<file path="config.mk">
export PLATFORM = sky130hd
export DESIGN_NAME = pmod_qspi_io_stage
export DESIGN_NICKNAME = d
export VERILOG_FILES = /design/src/rtl/pmod_qspi_io_stage.sv
export SDC_FILE = /design/constraint.sdc
export NUM_CORES = 1
export LEC_CHECK = 0
export BUFFER_PORTS_ARGS = -buffer_cell sky130_fd_sc_hd__buf_4
export CORE_ASPECT_RATIO = 1.1
export CORE_UTILIZATION = 58
export DETAILED_ROUTE_END_ITERATION = 10
export HOLD_SLACK_MARGIN = 0.06
export PLACE_DENSITY = 0.83
export SYNTH_ARGS = -nofsm -noshare
export SYNTH_HDL_FRONTEND = slang
export SYNTH_SLANG_ARGS = --single-unit
</file>
<file path="constraint.sdc">
create_clock -name i_clk_mhz -period 3.83 [get_ports i_clk_mhz]
set_clock_uncertainty 0.2 [all_clocks]
set_input_delay 0.383 -clock i_clk_mhz [delete_from_list [all_inputs] [get_ports i_clk_mhz]]
set_output_delay 0.383 -clock i_clk_mhz [all_outputs]
set_load 0.01 [all_outputs]
</file>
<file path="src/rtl/pmod_qspi_io_stage.sv">
// pmod_qspi_io_stage: registered QSPI pad drive, synchronised/tapped DQ inputs and CSN guard timing.
// Define PMOD_QSPI_IO_LOOPBACK_EN to add i_loopback, which routes the registered DQ drives back into the synchronisers.
module pmod_qspi_io_stage #(
    parameter int parm_lane_count       = 4,
    parameter int parm_sync_stages      = 2,
    parameter int parm_max_sample_delay = 3,
    parameter int parm_csn_guard_cycles = 4
) (
    input  logic                       i_clk_mhz,
    input  logic                       i_rstn_mhz,
    input  logic                       i_ce_mhz_div,
    input  logic                       i_fsm_sck_o,
    input  logic                       i_fsm_sck_t,
    input  logic                       i_fsm_csn_o,
    input  logic                       i_fsm_csn_t,
    input  logic [parm_lane_count-1:0] i_fsm_dq_o,
    input  logic [parm_lane_count-1:0] i_fsm_dq_t,
    output logic [parm_lane_count-1:0] o_fsm_dq_i,
    input  logic [2:0]                 i_sample_delay,
`ifdef PMOD_QSPI_IO_LOOPBACK_EN
    input  logic                       i_loopback,
`endif
    output logic                       o_bus_ready,
    output logic                       o_guard_violation,
    output logic                       eio_sck_o,
    output logic                       eio_sck_t,
    output logic                       eio_csn_o,
    output logic                       eio_csn_t,
    output logic [parm_lane_count-1:0] eio_dq_o,
    output logic [parm_lane_count-1:0] eio_dq_t,
    input  logic [parm_lane_count-1:0] eio_dq_i
);
    localparam int         lp_depth   = parm_sync_stages + parm_max_sample_delay;
    localparam logic [7:0] lp_guard   = 8'(parm_csn_guard_cycles);
    localparam logic [2:0] lp_max_sel = 3'(parm_max_sample_delay);

    typedef enum logic [1:0] {ST_HOLD, ST_IDLE, ST_SELECTED, ST_GUARD} state_t;

    state_t                     r_state;
    logic [7:0]                 r_guard_cnt;
    logic                       r_bus_ready;
    logic                       r_guard_violation;
    logic                       r_sck_o, r_sck_t, r_csn_o, r_csn_t;
    logic [parm_lane_count-1:0] r_dq_o, r_dq_t, r_dq_i;
    logic [parm_lane_count-1:0] r_pipe [lp_depth];
    logic                       w_guarding, w_guard_done, w_loopback;
    logic [2:0]                 w_sel;
    logic [parm_lane_count-1:0] w_dq_src, w_tap;

`ifdef PMOD_QSPI_IO_LOOPBACK_EN
    assign w_loopback = i_loopback;
`else
    assign w_loopback = 1'b0;
`endif

    assign w_guarding   = (r_state == ST_HOLD) || (r_state == ST_GUARD);
    assign w_guard_done = w_guarding && (r_guard_cnt == 8'd1);
    assign w_dq_src     = w_loopback ? r_dq_o : eio_dq_i;
    assign w_sel        = (i_sample_delay > lp_max_sel) ? lp_max_sel : i_sample_delay;

    // Synchroniser and delay chain share one shift register; tap 0 is the last synchroniser flop.
    always_comb begin
        w_tap = r_pipe[parm_sync_stages-1];
        for (int k = 1; k <= parm_max_sample_delay; k++)
            if (w_sel == 3'(k)) w_tap = r_pipe[parm_sync_stages-1+k];
    end

    always_ff @(posedge i_clk_mhz) begin
        if (!i_rstn_mhz) begin
            r_sck_o <= 1'b0;
            r_sck_t <= 1'b0;
            r_csn_o <= 1'b1;
            r_csn_t <= 1'b0;
            r_dq_o  <= '0;
            r_dq_t  <= '1;
            r_dq_i  <= '0;
            for (int k = 0; k < lp_depth; k++) r_pipe[k] <= '0;
        end else if (i_ce_mhz_div) begin
            r_sck_o   <= i_fsm_sck_o;
            r_sck_t   <= i_fsm_sck_t;
            r_csn_o   <= i_fsm_csn_o | w_guarding;
            r_csn_t   <= i_fsm_csn_t;
            r_dq_o    <= i_fsm_dq_o;
            r_dq_t    <= i_fsm_dq_t | {parm_lane_count{w_loopback}};
            r_pipe[0] <= w_dq_src;
            for (int k = 1; k < lp_depth; k++) r_pipe[k] <= r_pipe[k-1];
            r_dq_i    <= w_tap;
        end
    end

    // A select request landing on the final guard cycle is legal: it is honoured one CE-cycle later from ST_IDLE.
    always_ff @(posedge i_clk_mhz) begin
        if (!i_rstn_mhz) begin
            r_state           <= ST_HOLD;
            r_guard_cnt       <= lp_guard;
            r_bus_ready       <= 1'b0;
            r_guard_violation <= 1'b0;
        end else if (i_ce_mhz_div) begin
            if (w_guarding && !i_fsm_csn_o && !w_guard_done) r_guard_violation <= 1'b1;
            case (r_state)
                ST_HOLD, ST_GUARD: begin
                    if (w_guard_done) begin
                        r_state     <= ST_IDLE;
                        r_bus_ready <= 1'b1;
                    end else begin
                        r_guard_cnt <= r_guard_cnt - 8'd1;
                    end
                end
                ST_IDLE: begin
                    if (!i_fsm_csn_o) begin
                        r_state     <= ST_SELECTED;
                        r_bus_ready <= 1'b0;
                    end
                end
                default: begin
                    if (i_fsm_csn_o) begin
                        r_state     <= ST_GUARD;
                        r_guard_cnt <= lp_guard;
                    end
                end
            endcase
        end
    end

    assign eio_sck_o         = r_sck_o;
    assign eio_sck_t         = r_sck_t;
    assign eio_csn_o         = r_csn_o;
    assign eio_csn_t         = r_csn_t;
    assign eio_dq_o          = r_dq_o;
    assign eio_dq_t          = r_dq_t;
    assign o_fsm_dq_i        = r_dq_i;
    assign o_bus_ready       = r_bus_ready;
    assign o_guard_violation = r_guard_violation;
endmodule

</file>
Yosys cells after proc, flatten, opt, wreduce, memory -nomap -nowiden
Memories as Yosys holds them, arrays and structs flattened.
Index checks and enable logic that the tools add are counted.
- RAM bits: 20
- register bits: 28
- word-level logic and storage cells: 68
- input bits: 22
- memories kept: 1
- output and inout bits: 18
- memory list (name ; depth ; width ; rd ports ; clocked after Yosys merged registers in ; wr ports ; line ; source):
    r_pipe ; 5 ; 4 ; 5 ; 0 ; 5 ; 45 ; logic [parm_lane_count-1:0] r_pipe [lp_depth];
- add/subtract/negate cells: 1
- reduce and logical (&&, ||, !) cells: 15
- bitwise gates (word level): 7
- eq/ne operators: 9
- $lt $le $gt $ge: 1
- muxes and demuxes: 23
- operators with widths (operator ; count):
    2-to-1 mux 4 bit ; 8
    2-to-1 mux 8 bit ; 2
    case mux 8 bit (2 select lines) ; 1
    AND reduction 4 bit ; 3
    equality test 8 x 1 -> 1 bit (second input constant) ; 1
    subtractor 8 x 1 -> 8 bit (second input constant) ; 1
    equality test 3 x 2 -> 1 bit (second input constant) ; 2
    2-to-1 mux 1 bit ; 6
    2-to-1 mux 2 bit ; 3
    != test 2 bit (second input constant) ; 3
    bitwise OR 1 bit ; 6
    case mux 2 bit (2 select lines) ; 1
    nonzero test 2 bit ; 2
    equality test 3 x 1 -> 1 bit (second input constant) ; 1
    > comparator 3 x 2 -> 1 bit (second input constant) ; 1
    logical AND 1 bit ; 3
    2-to-1 mux 3 bit ; 1
    nonzero test 3 bit ; 1
    equality test 2 x 1 -> 1 bit (second input constant) ; 1
    equality test 2 bit (second input constant) ; 1
    zero test 1 bit ; 2
    zero test 2 bit ; 1
    case mux 1 bit (2 select lines) ; 1
    AND reduction 2 bit ; 1
    3 further kinds ; 3

Depth between registers and ports, before layout
Gate-level depths: netlist of the first run.
- depth in word-level cells: 6
- depth in mapped cells: 6
- mapped depth without buffers: 6

Worst setup path after synthesis of the first run
OpenSTA, ideal clock, no wires.
- path kind: flip-flop to flip-flop
- start: register r_state[1]
- end: register r_guard_cnt[7]
- period minus slack after synthesis: 2.072 ns
- arrival: 1.803 ns
- setup time: 0.070 ns
- cell stages (with the launch flop): 7
- buffers on the path: 0
- data required time: 3.560 ns
- setup slack: 1.758 ns
- path through: dfxtp_1 > inv_1 > ha_1 > nor4bb_2 > a211o_4 > or4_1 > a21oi_1
- word-level cells in the longest chain between the ends: 5
- elaborated cells on any way between the ends: 11
- those cells by class: 3 x eq/ne; 1 x mux; 1 x bitwise; 6 x reduce/logical
- ends and longest elaborated chain (element ; line ; source):
    start: declaration ; 39 ; state_t r_state;
    start signal: assignment ; 94 ; r_state <= ST_HOLD;
    start signal: assignment ; 103 ; r_state <= ST_IDLE;
    start signal: assignment ; 111 ; r_state <= ST_SELECTED;
    equality test 2 bit or zero test 2 bit (tied branches) ; 56, 100 ;
    logical OR 1 bit ; 56 ; assign w_guarding = (r_state == ST_HOLD) || (r_state == ST_GUARD);
    logical AND 1 bit ; 57 ; assign w_guard_done = w_guarding && (r_guard_cnt == 8'd1);
    != test 2 bit (no source line) ; n/a ;
    AND reduction 4 bit (no source line) ; n/a ;
    end signal: assignment ; 95 ; r_guard_cnt <= lp_guard;
    end signal: assignment ; 106 ; r_guard_cnt <= r_guard_cnt - 8'd1;
    end signal: assignment ; 118 ; r_guard_cnt <= lp_guard;
    end: declaration ; 40 ; logic [7:0] r_guard_cnt;
Parallel ways exist; a longest one is shown, timed or not.
A chain may end at the register's enable or synchronous reset.

Worst setup path after layout of the first run
Ends and elaborated chain as after synthesis.

==> metrics.yaml, run 1 <==
worstMarginPinSlew_ns: 0.9192
numPortBuffers: 39
cts-root-buf: "clkbuf_4"
vdd_drop_max_mv: 0.3607
synth_area_leaders: "edfxtp_1 28%, dfxtp_1 27%, mux2i_1 6.2%"
clock_latency_ns: 0.36
hold_viol_final: 0
dpl_cell_area_mm2: 0.002426
grt_max_degree: 48
critPathKind: "flop to flop"
cts_sinks: 48
setup_violations: 0
die-area_mm2: 0.003880
yosys_warnings: 0
n_fill_cell: 256
ys_async_sr_fraction_pct: 0
yosysTopAreaCell: "edfxtp_1"
cts_tree: "yes"
endpoint_kind: "flop"
synth_flop_cell: "dfxtp_1"
fin_crit_ns: 2.217
hold_class: "input port to flop"
num_rows: 22
startpoint_type: "flop"
core_mm2: 0.003413
die_h_um: 65.23
cts_buffers: 5
crit_fanout: 10
final-seq-area_mm2: 0.001161
synth_xor_area_share_pct: 0.4154
antennaDiodeCount: 0
r2r_cells: 6
via_count: 1623
place_congestion: 0.8563
yosys.area_share.adder_pct: 2.374
post-dp-hpwl_um: 2791
synth_top_family_by_area: "simple AND/OR/NAND/NOR gates"
required_ns: 3.93
ys_seq_area_share_pct: 55.07
cts_max_path_buffers: 2
track_usage_pct: 25.23
synth_top_area_share_pct: 28.49
drcViolationCount: 0
grt_pass1_vias: 1644
p_per_area_mw_per_mm2: 490.2
drive_above_1_share_pct: 23.63
muxShareOfSynthArea_pct: 8.309
grt_overflow_total: 0
yosys_register_bits: 48
syn_nets: 217
initial_core_util_pct: 61.77
synth_area_mm2: 0.002108
grt_first_pass_wirelength_um: 7224
synth-simple-area-share_pct: 19.05
fmax_mhz: 451.0
pin_count: 40
cap_violations: 0
crit_arrival_ns: 2.32
min_delay_path_depth: 3
wirelength_um: 4395
p_leak_nw: 1.124
finalCritPeriodShare_pct: 57.89
ant_nets: 0
synth_compound_area_share_pct: 11.69
outcome: "finished, final reports clean"
die_w_um: 59.49
grt_antenna_before_repair: 0
syn_avg_cell_area_um2: 11.04
syn_inst: 191
max_slew_margin_pct: 38.72
synth_most_common_cell: "dfxtp_1"
multiInputGateArea_um2: 882.1
htreeDepth: 2
tns_ns: 0
area_growth_pct: 21.84
final-max-slew-violation-count: 0
dr.pass1.iters: 4
routed_via_density: 5.695
fin_nets: 262
cts.clk_slew.worst_paths_ns: 0.13
design_area_mm2: 0.002569
drt_iter0_markers: 105
wl_per_cell_um: 15.42
synth_edf_count: 20
rsz0062_at_grt: "no"
post_synth_num_cell_types: 38
ys_top_cells_by_count: "28 x dfxtp_1, 20 x and3_1, 20 x edfxtp_1"
## layer usage
| layer | routed length, µm | global-route usage (%) | vias to the layer above | share of wire, % |
|---|---|---|---|---|
| met1 | 1820 | 29.34 | 778 | 41 |
| met4 | 97 | 9.524 | 0 | 2.2 |
| li1 | - | - | 792 | - |
| met2 | 2260 | 43.54 | 42 | 51 |
| met5 | 0 | 0 | - | 0 |
| met3 | 217 | 6.890 | 11 | 4.9 |
## cell usage in the layout, fill, tap and decap left out, types with 2 or more instances in the layout
cell type      synthesis  final
nand3_1                2      2
dfxtp_1               28     28
inv_1                  8      8
a21oi_1               10     10
or3_1                  3      3
nand2b_1               8      8
nand2_1               10     10
mux2_2                 4      4
clkbuf_4               0      5
ha_1                   4      4
edfxtp_1              20     20
and3_1                20     20
o21ai_0                5      5
o221ai_1               4      4
o22a_1                 4      4
a31oi_1                2      2
mux2i_1               13     13
nor2_1                17     17
buf_4                  0     39
dlygate4sd3_1          0      8
o31ai_1                2      2
## sequential cells by signal, summed over array words and instances (netlist names), 2 cells and up
register and flops:
r_state 2, r_guard_cnt 8, o_fsm_dq_i 4, r_pipe 20, eio_dq_o 4, eio_dq_t 4
## logic make-up (layout without fill, tap and decap cells)
group,count (synthesis),count (layout)
and+or+nand+nor,70,70
DFF,48,48
xor gates and xnor gates,1,1
buffers and inverters,17,63
muxes,17,17
AOI/OAI and AO/OA,34,34
adders and majority gates,4,4
## critical path, cell delays in order (launching register included)
cell      delay (ns)
dfxtp_1         0.36
inv_1           0.07
ha_1            0.32
nor4bb_2        0.21
a211o_4         0.39
or4_1           0.47
a21oi_1         0.15
## power breakdown
| part | internal (W) | leakage [nW] | switching [W] |
|---|---|---|---|
| sequential | 0.000595 | 0.450 | 0.0000539 |
| clock | 0.0000901 | 0.0315 | 0.000160 |
| combinational | 0.000169 | 0.642 | 0.000192 |
| total | 0.000854 | 1.12 | 0.000405 |
## final timing paths
check	startpoint	slack, ns	endpoint
min reg2reg	o_fsm_dq_i[1]	0.28	o_fsm_dq_i[1]
max	r_state[1]	1.61	r_guard_cnt[7]
max reg2reg	r_state[1]	1.61	r_guard_cnt[7]
min	i_fsm_dq_o[2]	0.07	eio_dq_o[2]
## repair_timing
| item | in CTS | in global routing |
|---|---|---|
| resized for setup | 0 | 0 |
| endpoints found under the hold margin | 7 | 1 |
| hold buffers | 7 | 1 |
| buffers inserted | 0 | 0 |
## metrics by stage
stage          utilization, %  power (W)  setup slack (ns)  cells  hold slack (ns)
2_1_floorplan               -  0.0009022             1.758    191           0.2564
3_3_place_gp            71.08  0.0009874             1.637    269           0.2577
3_5_place_dp            71.08   0.001008             1.562    269           0.2590
4_1_cts                 74.96   0.001260             1.626    284          0.06246
5_1_grt                 75.26   0.001330             1.536    285          0.06607
6_report                75.26   0.001259             1.613    285          0.06619
## area by class of cell
cell class | instances | share of cell area [%]
timing repair buffer | 47 | 14.52
clock buffer | 7 | 2.143
multi-input combinational | 126 | 34.34
inverter | 8 | 1.169
tap | 48 | 2.338
sequential | 48 | 45.20
clock inverter | 1 | 0.2923
(Power assumes the default switching activity.)
==> inputs of run 2 (changes only) <==
Settings changed: CORE_UTILIZATION 58 to 54, PLACE_DENSITY 0.83 to 0.78.
Clock period 3.83 ns to 2.2 ns, I/O delays scaled along.
==> run 2 against run 1 <==
Effect of this change: sequential power increased by 76%; largest cell class unchanged; hold slack gained 0.022 ns; critical path type unchanged; cell count up 6.0%.
==> metrics.yaml, run 2 (synthesis results as in run 1) <==
ant_nets: 0  # unchanged
fin_crit_ns: 2.135  # -0.08230 ns
critPathKind: "flop to flop"
finalCritPeriodShare_pct: 97.03  # +39 points
p_leak_nw: 1.190  # +5.9%
cpPeakStageDelay_ns: 0.47  # about the same
fin_cells: 302  # +6.0%
worstMarginPinSlew_ns: 0.5042  # -0.4150 ns
area_growth_pct: 30.92
antennaDiodeCount: 0  # unchanged
rsz0062_at_grt: "no"
track_usage_pct: 23.90  # -1.3 points
top_register: "r_pipe"
p_sw_w: 0.0007450  # +84%
num_rows: 23  # +4.5%
grt_overflow_total: 0  # unchanged
highest_layer: "met4"
p_seq_share_pct: 48.9  # -2.6 points
final_cell_mix: "42 x buf_4, 27 x dfxtp_1, 20 x and3_1, 20 x dlygate4sd3_1, 20 x edfxtp_1"
internal_power_w: 0.001588  # +86%
wirelength_um: 4561  # +3.8%
biggestRegsByFlops: "r_pipe x20, r_guard_cnt x8"
die_h_um: 67.54  # +3.5%
grt_first_pass_wirelength_um: 7189  # -0.48%
grt_antenna_before_repair: 0  # unchanged
tns_ns: 0  # unchanged
final_common_cell: "buf_4"
dr_wl_met2_um: 2391  # +5.8%
fmax_mhz: 468.4  # +3.9%
dp_cells: 274  # +1.9%
setup_ws_ns: 0.06523  # -1.548 ns
setup_violations: 0  # unchanged
cts-root-buf: "clkbuf_8"
drive_above_1_share_pct: 25.00  # +1.4 points
hold_slack_ns: 0.08791  # +0.02172 ns
max_slew_margin_pct: 66.26  # +28 points
cts_buffers: 5  # unchanged
grt_pass1_vias: 1653  # +0.55%
required_ns: 2.23  # -1.70 ns
power_w: 0.002333  # +85%
dr.pass1.iters: 8  # +4
wl_per_cell_um: 15.10  # -2.1%
die_w_um: 61.58  # +3.5%
endpoint_kind: "flop"
swShare_pct: 31.94  # -0.26 points
die-area_mm2: 0.004158  # +7.2%
drt_iter0_markers: 153  # +46%
slowest_stage: "or4_1"
startpoint: "r_state[0]"
startpoint_type: "flop"
fin_nets: 277  # +5.7%
pwr-share-clk_pct: 22.1  # +2.3 points
path_cells: "ha_4, nor4bb_2, a211o_4, or4_1, a21oi_1"
cts_max_path_buffers: 2  # unchanged
timing.rr.start: "r_state[0]"
vdd_drop_max_mv: 0.5545  # +54%
initial_core_util_pct: 57.24  # -4.5 points
cts_sinks: 48  # unchanged
cts.clk_slew.worst_paths_ns: 0.09  # -0.04 ns
route.met3.wl_um: 179  # -18%
holdCritStartpoint: "i_sample_delay[2]"
crit_arrival_ns: 2.17  # -0.15 ns
p_per_area_mw_per_mm2: 845.1  # +72%
cap_violations: 0  # unchanged
clock_latency_ns: 0.30  # -0.06 ns
worst-path-buf-inv: 0  # -1
outcome: "finished, final reports clean"
critical-path-top-delay-family: "simple AND/OR/NAND/NOR gates"
hold_class: "input port to flop"
pre_cts_slack_ns: 0.0004636  # -1.562 ns
hold_viol_final: 0  # unchanged
routed_via_density: 5.583  # -2.0%
cts_tree: "yes"
place_congestion: 0.8894  # +3.9%
pin_count: 40  # unchanged
final-max-slew-violation-count: 0  # unchanged
drt-met1-wl_um: 1903  # +4.6%
numPortBuffers: 39  # unchanged
post_cts_buffers: 0  # unchanged
grt_max_degree: 47  # -2.1%
combPwrFrac_pct: 29.0  # +0.3 points
crit_fanout: 10  # unchanged
post-dp-hpwl_um: 2891  # +3.6%
drcViolationCount: 0  # unchanged
htreeDepth: 2  # unchanged
via_count: 1686  # +3.9%
core_mm2: 0.003684  # +7.9%
largest_reg_flops: 20  # unchanged
## run 2: worst min-delay path: stages
cell and delay [ns]:
buf_4 0.10, o221ai_1 0.10, a21oi_1 0.13
## run 2: repair_timing
| action | 4_1_cts | 5_1_grt |
|---|---|---|
| hold buffers | 20 | 0 |
| endpoints found under the setup margin | 1 | 2 |
| resized for setup | 1 | 4 |
| pin swaps | 1 | 0 |
| endpoints found under the hold margin | 16 | 0 |
## run 2: worst paths after layout
kind	end	slack (ns)	depth (start not counted)
setup / recovery	r_guard_cnt[7]	0.07	5
hold / removal	o_fsm_dq_i[1]	0.09	3
setup reg to reg	r_guard_cnt[7]	0.07	5
hold reg to reg	o_fsm_dq_i[2]	0.28	2
## run 2: power groups by stage
stage,combinational (W),sequential [W],clock (W)
5_1_grt,0.000736,0.00115,0.000570
2_1_floorplan,0.000433,0.00114,0
6_report,0.000677,0.00114,0.000515
3_3_place_gp,0.000574,0.00114,0
3_5_place_dp,0.000612,0.00115,0
4_1_cts,0.000659,0.00113,0.000524
## run 2: per-stage QoR
step                cell area, µm²  util [%]
finish                        2760     74.93
global route                  2760     74.93
global placement              2451     66.54
CTS                           2751     74.69
floorplan                     2108         -
detailed placement            2451     66.54
## run 2: area by class of cell
class                      count  area (µm²)
clock buffer                   5       68.82
clock inverter                 3       18.77
fill                         284       923.4
inverter                       8       30.03
multi-input combinational    126       902.1
sequential                    48        1162
tap                           50       62.56
timing repair buffer          62       515.5
## run 2: routing by layer
metal	GRT usage, %	vias to the layer above
met1	27.40	807
met3	5.364	11
met4	10.83	0
met2	41.67	48
li1	-	820
met5	0	-
